--- config.mk ---
export PLATFORM = sky130hd
export DESIGN_NAME = kmp_pe
export DESIGN_NICKNAME = d
export VERILOG_FILES = /design/src/rtl/sme_pkg.sv /design/src/rtl/kmp_fail_builder.sv /design/src/rtl/kmp_pe.sv
export SDC_FILE = /design/constraint.sdc
export NUM_CORES = 1
export LEC_CHECK = 0
export BUFFER_PORTS_ARGS = -buffer_cell sky130_fd_sc_hd__buf_2
export CORE_MARGIN = 2
export CORE_UTILIZATION = 29
export DETAILED_ROUTE_END_ITERATION = 12
export MAX_ROUTING_LAYER = met4
export PLACE_DENSITY = 0.56
export SYNTH_ARGS = -nofsm -noshare
export SYNTH_HDL_FRONTEND = slang
export SYNTH_HIERARCHICAL = 1
export SYNTH_SLANG_ARGS = --single-unit
--- constraint.sdc ---
create_clock -name clk -period 7.4 [get_ports clk]
set_input_delay 2.22 -clock clk [delete_from_list [all_inputs] [get_ports clk]]
set_output_delay 2.22 -clock clk [all_outputs]
set_load 0.005 [all_outputs]
--- src/rtl/sme_pkg.sv ---
`default_nettype none
// ============================================================
// Package : sme_pkg
// Desc    : Shared widths and PE state encoding for the string-matching engine.
// Rev     : 1.0
// ============================================================
package sme_pkg;

  localparam int STR_ADDR_W = 6;
  localparam int PAT_ADDR_W = 3;
  localparam int CHAR_W     = 8;
  localparam int MAX_PAT    = 2 ** PAT_ADDR_W;

  typedef enum logic [1:0] {
    ST_IDLE  = 2'd0,
    ST_BUILD = 2'd1,
    ST_SCAN  = 2'd2,
    ST_DONE  = 2'd3
  } pe_state_t;

endpackage
`default_nettype wire

--- src/rtl/kmp_fail_builder.sv ---
`default_nettype none
// ============================================================
// Module  : kmp_fail_builder
// Desc    : KMP failure-table construction loop, one step per cycle.
// Rev     : 1.0
// ============================================================
module kmp_fail_builder
  import sme_pkg::*;
#(
  parameter int PAT_ADDR_W = sme_pkg::PAT_ADDR_W,
  parameter int CHAR_W     = sme_pkg::CHAR_W,
  parameter int MAX_PAT    = 2 ** PAT_ADDR_W
) (
  input  logic                      clk,
  input  logic                      reset,
  input  logic                      start,
  input  logic [MAX_PAT*CHAR_W-1:0] pat,
  input  logic [PAT_ADDR_W-1:0]     pat_last,
  output logic                      done,
  input  logic [PAT_ADDR_W-1:0]     fail_raddr,
  output logic [PAT_ADDR_W-1:0]     fail_rdata
);

  localparam logic [PAT_ADDR_W:0]   c_one_k   = 1;
  localparam logic [PAT_ADDR_W-1:0] c_one_len = 1;

  logic                  r_busy;
  logic [PAT_ADDR_W:0]   r_k;
  logic [PAT_ADDR_W-1:0] r_len;
  logic [PAT_ADDR_W-1:0] r_fail [MAX_PAT];
  logic [CHAR_W-1:0]     w_pat  [MAX_PAT];
  logic [PAT_ADDR_W-1:0] w_kidx;
  logic                  w_step;

  for (genvar g = 0; g < MAX_PAT; g++) begin : g_unpack
    assign w_pat[g] = pat[g*CHAR_W +: CHAR_W];
  end

  // k carries one extra bit so that k > pat_last is reachable at full depth
  assign w_kidx     = r_k[PAT_ADDR_W-1:0];
  assign done       = r_busy && (r_k > {1'b0, pat_last});
  assign w_step     = r_busy && !done;
  assign fail_rdata = r_fail[fail_raddr];

  always_ff @(posedge clk) begin
    if (reset) begin
      r_busy <= 1'b0;
      r_k    <= '0;
      r_len  <= '0;
      for (int n = 0; n < MAX_PAT; n++) r_fail[n] <= '0;
    end else if (start) begin
      r_busy    <= 1'b1;
      r_k       <= c_one_k;
      r_len     <= '0;
      r_fail[0] <= '0;
    end else if (done) begin
      r_busy <= 1'b0;
    end else if (w_step) begin
      if (w_pat[w_kidx] == w_pat[r_len]) begin
        r_fail[w_kidx] <= r_len + c_one_len;
        r_len          <= r_len + c_one_len;
        r_k            <= r_k + c_one_k;
      end else if (r_len != '0) begin
        r_len <= r_fail[r_len - c_one_len];
      end else begin
        r_fail[w_kidx] <= '0;
        r_k            <= r_k + c_one_k;
      end
    end
  end

endmodule
`default_nettype wire

--- src/rtl/kmp_pe.sv ---
`default_nettype none
// ============================================================
// Module  : kmp_pe
// Desc    : KMP processing element: builds failure table, scans a string window.
//           Option: define KMP_PE_CYCLE_CNT_EN to add the job_cycles counter port.
// Rev     : 1.0
// ============================================================
module kmp_pe
  import sme_pkg::*;
#(
  parameter int STR_ADDR_W = sme_pkg::STR_ADDR_W,
  parameter int PAT_ADDR_W = sme_pkg::PAT_ADDR_W,
  parameter int MAX_PAT    = 2 ** PAT_ADDR_W,
  parameter int CHAR_W     = sme_pkg::CHAR_W
) (
  input  logic                  clk,
  input  logic                  reset,
  input  logic                  pat_we,
  input  logic [PAT_ADDR_W-1:0] pat_waddr,
  input  logic [CHAR_W-1:0]     pat_wdata,
  input  logic [PAT_ADDR_W-1:0] pat_last_idx,
  input  logic                  pe_valid,
  input  logic [STR_ADDR_W-1:0] start_idx,
  input  logic [STR_ADDR_W-1:0] end_idx,
  output logic [STR_ADDR_W-1:0] str_raddr,
  input  logic [CHAR_W-1:0]     str_rdata,
  output logic                  match_valid,
  output logic                  match,
  output logic [STR_ADDR_W-1:0] match_idx
`ifdef KMP_PE_CYCLE_CNT_EN
  ,
  output logic [15:0]           job_cycles
`endif
);

  localparam logic [STR_ADDR_W:0]   c_one_i = 1;
  localparam logic [PAT_ADDR_W-1:0] c_one_j = 1;

  pe_state_t             r_state, w_state_nxt;
  logic [CHAR_W-1:0]     r_pat [MAX_PAT];
  logic [MAX_PAT*CHAR_W-1:0] w_pat_flat;
  logic [STR_ADDR_W:0]   r_i, w_i_nxt;
  logic [STR_ADDR_W-1:0] r_end, w_end_nxt;
  logic [PAT_ADDR_W-1:0] r_j, w_j_nxt;
  logic [PAT_ADDR_W-1:0] r_pat_last, w_pat_last_nxt;
  logic                  r_match_valid, w_match_valid_nxt;
  logic                  r_match, w_match_nxt;
  logic [STR_ADDR_W-1:0] r_match_idx, w_match_idx_nxt;
  logic                  w_build_start, w_build_done;
  logic [PAT_ADDR_W-1:0] w_fail_raddr, w_fail_rdata;
  logic                  w_char_eq;

  // Pattern storage deliberately survives reset; the control unit reloads it per pattern.
  always_ff @(posedge clk) begin
    if (r_state == ST_IDLE && pat_we) r_pat[pat_waddr] <= pat_wdata;
  end

  for (genvar g = 0; g < MAX_PAT; g++) begin : g_pat_flat
    assign w_pat_flat[g*CHAR_W +: CHAR_W] = r_pat[g];
  end

  kmp_fail_builder #(
    .PAT_ADDR_W (PAT_ADDR_W),
    .CHAR_W     (CHAR_W),
    .MAX_PAT    (MAX_PAT)
  ) u_fail (
    .clk        (clk),
    .reset      (reset),
    .start      (w_build_start),
    .pat        (w_pat_flat),
    .pat_last   (r_pat_last),
    .done       (w_build_done),
    .fail_raddr (w_fail_raddr),
    .fail_rdata (w_fail_rdata)
  );

  assign w_char_eq    = (str_rdata == r_pat[r_j]);
  assign w_fail_raddr = r_j - c_one_j;

  always_comb begin
    w_state_nxt       = r_state;
    w_i_nxt           = r_i;
    w_j_nxt           = r_j;
    w_end_nxt         = r_end;
    w_pat_last_nxt    = r_pat_last;
    w_match_valid_nxt = r_match_valid;
    w_match_nxt       = r_match;
    w_match_idx_nxt   = r_match_idx;
    w_build_start     = 1'b0;
    case (r_state)
      ST_IDLE: begin
        if (pe_valid) begin
          w_i_nxt        = {1'b0, start_idx};
          w_end_nxt      = end_idx;
          w_pat_last_nxt = pat_last_idx;
          w_build_start  = 1'b1;
          w_state_nxt    = ST_BUILD;
        end
      end
      ST_BUILD: begin
        if (!pe_valid) begin
          w_state_nxt = ST_IDLE;
        end else if (w_build_done) begin
          w_j_nxt     = '0;
          w_state_nxt = ST_SCAN;
        end
      end
      ST_SCAN: begin
        // i's extra bit makes an index overflow past end_idx=max also compare as i > end
        if (!pe_valid) begin
          w_state_nxt = ST_IDLE;
        end else if (r_i > {1'b0, r_end}) begin
          w_match_valid_nxt = 1'b1;
          w_match_nxt       = 1'b0;
          w_match_idx_nxt   = '0;
          w_state_nxt       = ST_DONE;
        end else if (w_char_eq && r_j == r_pat_last) begin
          w_match_valid_nxt = 1'b1;
          w_match_nxt       = 1'b1;
          w_match_idx_nxt   = r_i[STR_ADDR_W-1:0] - STR_ADDR_W'(r_pat_last);
          w_state_nxt       = ST_DONE;
        end else if (w_char_eq) begin
          w_i_nxt = r_i + c_one_i;
          w_j_nxt = r_j + c_one_j;
        end else if (r_j != '0) begin
          w_j_nxt = w_fail_rdata;
        end else begin
          w_i_nxt = r_i + c_one_i;
        end
      end
      ST_DONE: begin
        if (!pe_valid) begin
          w_match_valid_nxt = 1'b0;
          w_match_nxt       = 1'b0;
          w_match_idx_nxt   = '0;
          w_state_nxt       = ST_IDLE;
        end
      end
      default: w_state_nxt = ST_IDLE;
    endcase
  end

  always_ff @(posedge clk) begin
    if (reset) begin
      r_state       <= ST_IDLE;
      r_i           <= '0;
      r_j           <= '0;
      r_end         <= '0;
      r_pat_last    <= '0;
      r_match_valid <= 1'b0;
      r_match       <= 1'b0;
      r_match_idx   <= '0;
    end else begin
      r_state       <= w_state_nxt;
      r_i           <= w_i_nxt;
      r_j           <= w_j_nxt;
      r_end         <= w_end_nxt;
      r_pat_last    <= w_pat_last_nxt;
      r_match_valid <= w_match_valid_nxt;
      r_match       <= w_match_nxt;
      r_match_idx   <= w_match_idx_nxt;
    end
  end

  assign str_raddr   = (r_state == ST_SCAN) ? r_i[STR_ADDR_W-1:0] : '0;
  assign match_valid = r_match_valid;
  assign match       = r_match;
  assign match_idx   = r_match_idx;

`ifdef KMP_PE_CYCLE_CNT_EN
  logic [15:0] r_job_cycles;

  always_ff @(posedge clk) begin
    if (reset) begin
      r_job_cycles <= '0;
    end else if (w_build_start) begin
      r_job_cycles <= '0;
    end else if ((r_state == ST_BUILD || r_state == ST_SCAN) && r_job_cycles != 16'hFFFF) begin
      r_job_cycles <= r_job_cycles + 16'd1;
    end
  end

  assign job_cycles = r_job_cycles;
`endif

endmodule
`default_nettype wire

---- Word level (Yosys, flattened, before mapping) ----
Memory sizes are Yosys's and may differ from the RTL's. A register that Yosys moved wholly into a read port is not among the register bits.
Cells that the tools add are included.
cells by class
  $add $sub $neg .......................... 7
  magnitude comparators ................... 4
  equality and inequality tests ........... 21
  mux-type cells .......................... 81
  bitwise gates (word level) .............. 5
  reduce and logical (&&, ||, !) cells .... 24
operators by type and width
  kind                 number
  $bmux 8 s3           2
  $mux 3               15
  $mux 7               6
  $mux 1               34
  $mux 8               4
  $mux 6               5
  $eq 8x8->1           2
  $mux 2               7
  $pmux 7 s2           1
  $ne 2x2->1 const B   6
  $pmux 6 s2           1
  $reduce_bool 2->1    6
  $ne 3x3->1 const B   3
  $reduce_and 3->1     3
  $ge 4x4->1 const B   2
  $mux 4               2
  $not 3->4            2
  $pmux 2 s4           1
  $reduce_and 4->1     2
  $add 7x1->7 const B  1
  $gt 7x6->1           1
  $reduce_and 7->1     1
  $add 3x1->3 const B  2
  $ne 2x1->1 const B   3
  other kinds (22)     30
word-level totals
  flip-flop bits (word level) ............. 37
  bits in writable memories ............... 88
  output and inout bits ................... 14
  logic and storage cells ................. 156
  memories kept ........................... 2
memories
  memory         words  width  rd ports  clocked after Yosys merged registers in  wr ports  line                    source
  r_pat          8      8      9         1                                        1         kmp_pe.sv:40            logic [CHAR_W-1:0] r_pat [MAX_PAT];
  u_fail.r_fail  8      3      2         0                                        8         kmp_fail_builder.sv:30  logic [PAT_ADDR_W-1:0] r_fail [MAX_PAT];

---- Depth between registers and ports, before layout ----
  depth in word-level cells ............... 14
  depth in mapped cells ................... 14
  mapped depth without buffers ............ 13

---- Cells and area by module ----
Netlist, hierarchy kept.
by module, submodules not included
  module            instances  cells an instance  area each (µm²)  sequential area each (µm²)
  kmp_pe            1          371                4499.3           2562.5
  kmp_fail_builder  1          254                3030.4           880.8

---- Least setup slack after synthesis ----
No wires, ideal clock.
  kind .................................... input port to flip-flop
  start point ............................. input pe_valid
  end point ............................... memory u_fail.r_fail[0][2] (data pin)
  library setup time ...................... 0.270 ns
  data arrival time ....................... 3.814 ns
  required time ........................... 7.130 ns
  path slack .............................. 3.316 ns
  cell stages on the path ................. 9
  buffers on the path ..................... 1
  cells stage by stage .................... inv_1 -> nor2_1 -> inv_1 -> nor2_1 -> clkbuf_1 -> nor2_1 -> and3_1 -> o21ai_1 -> nor2_1
RTL lines
  item             line                    source
  start, declared  kmp_pe.sv:22            input logic pe_valid,
  end, declared    kmp_fail_builder.sv:30

---- Final worst setup path ----
  start point ............................. register r_state[1]
  end point ............................... output str_raddr[4]
on the way
  word-level cells in the longest chain between the ends .. 2
ends and longest elaborated chain
  item                    line           source
  start, declared         kmp_pe.sv:39   pe_state_t r_state, w_state_nxt;
  start signal, assigned  kmp_pe.sv:154  r_state <= w_state_nxt;
  $eq 2x2->1              kmp_pe.sv:165  assign str_raddr = (r_state == ST_SCAN) ? r_i[STR_ADDR_W-1:0] : '0;
  $mux 6                  kmp_pe.sv:165
  end, declared           kmp_pe.sv:25   output logic [STR_ADDR_W-1:0] str_raddr,
No other way between the ends.

==> reports/metrics.csv <==
metric;value;unit
ctsHoldBuffers;0;
yosysSeqAreaShare;45.7;%
drive_gt1_share;21.1;%
coreArea;0.0253;sq mm
avgSynthCellArea;12.0;sq um
drt_wl_total;18500;um
grt_start_max_net_pins;49;
maxSlewHeadroom;24.5;%
cts_buffers;17;
clkLatencyLatePin;420;ps
skew;16.9;ps
wl_per_cell;18.3;um
yosys-top-cells-area;edfxtp_1 (35%), dfxtp_1 (11%), mux4_2 (9.6%), mux2i_1 (5.6%), mux4_1 (5.2%);
ir_drop;155;uV
p_leak;2.97;nW
cp.arrival;2120;ps
fin_ws;3060;ps
io_buffers;51;
gp_congestion;0.796;
post-route-period-util;58.7;%
vias_per_cell;5.17;
placementRows;58;
ys_seq_elements;128;
track_usage;14.6;%
drtIter0Drc;391;
drc;0;
required;5180;ps
maxSlewViolCount;0;
postCtsSetupBuffers;0;
min-delay-start;u_fail/r_k[3]$_SDFFE_PP0P_;
fp.dieW;165;um
synth_warnings;6;
worst_slew_pin_slew;1130;ps
hold_class;reg -> reg;
p_int;1.34;mW
combPwrFrac;9.0;%
final_cell_mix;edfxtp_1 (88), nor2_1 (78), buf_2 (51);
pre_cts_slack;2990;ps
fmax;230;MHz
min_period;4340;ps
crit_path_end_kind;output pin;
postRouteAntennaNets;0;
num_vias;5220;
area_delta_synth_final;14.5;%
grt_pass1_wl;29100;um
syn_nets;684;
clkPwrFrac;45.0;%
grt_overflow_total;0;
hold_ws;470;ps
yosysTopAreaCell;edfxtp_1;
r2r_start;u_fail/r_len[1]$_SDFFE_PP0P_;
clockBufferDepth;2;
hold_violations;0;
yosys_most_used_dff;edfxtp_1;
synthCells;625;
synth_top_area_share;35.1;%
cap_violations;0;
io_pins;52;
cts_sinks;128;
die_h;165;um
syn-cell-area;0.00753;sq mm
post_cts_resized;0;
cts_tree;built;
crit_fanout;13;
setup_tns;0;ps
status;complete, no violations;
p_sw;0.406;mW
antennaDiodeCount;0;
crit_start;r_state[1]$_SDFFE_PP0P_;
dpl-instance-area;0.00806;sq mm
root_buffer;clkbuf_16;
layout_commonest_cell;edfxtp_1;
firstDrtPassIters;7;
ys_types;65;
cts_max_level;4;
power_density;203;mW/mm^2
rsz0062_at_grt;false;
critPathLaunchType;flip-flop;
setup_viol;0;
seqPwrFrac;46.0;%
antenna_found_initial;0;
swShare;23.3;%
clk_pin_slew;60;ps
grt_pass1_vias;5204;
synth_edf_count;88;
start_util;29.7;%
critical_path_class;reg -> out;
dieArea;0.0273;sq mm
nNetsFinal;726;
finish.instance_area;0.00862;sq mm
dp_hpwl;13000;um
postSynth.asyncResetShare;0;%
final_util;34.0;%
path summary, 6_finish.rpt:
kind                                       endpoint  slack [ps]  depth (start not counted)
setup / recovery                       str_raddr[4]        3060                          3
hold / removal           u_fail/r_k[3]$_SDFFE_PP0P_         470                          2
hold reg to reg          u_fail/r_k[3]$_SDFFE_PP0P_         470                          2
setup reg to reg  u_fail/r_fail[1][1]$_SDFFCE_PN0P_        3540                          8
routing by layer:
layer	track usage [%]	up-vias	wire length [um]
met3	3.15	18	893
met1	18.5	2597	8280
met2	23.7	128	9040
met5	-	-	0
met4	4.39	0	261
li1	-	2477	-
flip-flops by register name (all words and copies together), names as in the netlist, named ones only:
register / cells
r_j: 3
r_end: 6
r_pat_last: 3
match: 1
r_pat: 64
u_fail/r_fail: 24
u_fail/r_len: 3
r_i: 7
r_state: 2
u_fail/r_k: 4
match_idx: 6
match_valid: 1
u_fail/r_busy: 1
power by group through the flow:
stage / registers, mW / logic [mW] / clock network (mW)
after floorplan: 0.807 / 0.116 / 0
after global placement: 0.818 / 0.157 / 0
after detailed placement: 0.818 / 0.158 / 0
after CTS: 0.803 / 0.159 / 0.802
after global routing: 0.806 / 0.176 / 0.835
final: 0.803 / 0.158 / 0.786
cell families after synthesis:
group           share of synthesized area (%)
buf+inv                                  4.10
xor+xnor                                 2.56
compound gates                           9.44
fa+ha+maj                                3.59
mux                                      22.5
flops                                    45.7
simple gates                             12.1
synth_stat cells (10+ instances only):
cell type and number:
edfxtp_1 88, nor2_1 78, xor2_1 12, clkbuf_1 17, mux2i_1 42, nor2b_1 13
inv_1 30, a21oi_1 31, mux2_2 14, o21ai_0 12, dfxtp_1 40, mux4_2 32
xnor2_1 10, nand2_1 22, mux4_1 15, ha_1 20, nand2b_1 10
through the flow:
stage | cells | power [mW]
floorplan | 625 | 0.923
global placement | 978 | 0.975
detailed placement | 978 | 0.976
CTS | 1009 | 1.76
global route | 1009 | 1.82
finish | 1009 | 1.75
critical path, cell delays in order, from the launching register on:
cell and delay, ps:
dfxtp_1 570, nor2b_1 750, and2_1 260, buf_2 120
layout make-up:
cell class              instances  area, sq um
well taps                     330          413
multi-input cells             432         3790
repair buffers                 57          300
clock inverters                 4         23.8
clock buffers                  27          534
flip-flops and latches        128         3440
inverters                      31          116
fillers                      2486        16700
(Power assumes the default switching activity.)
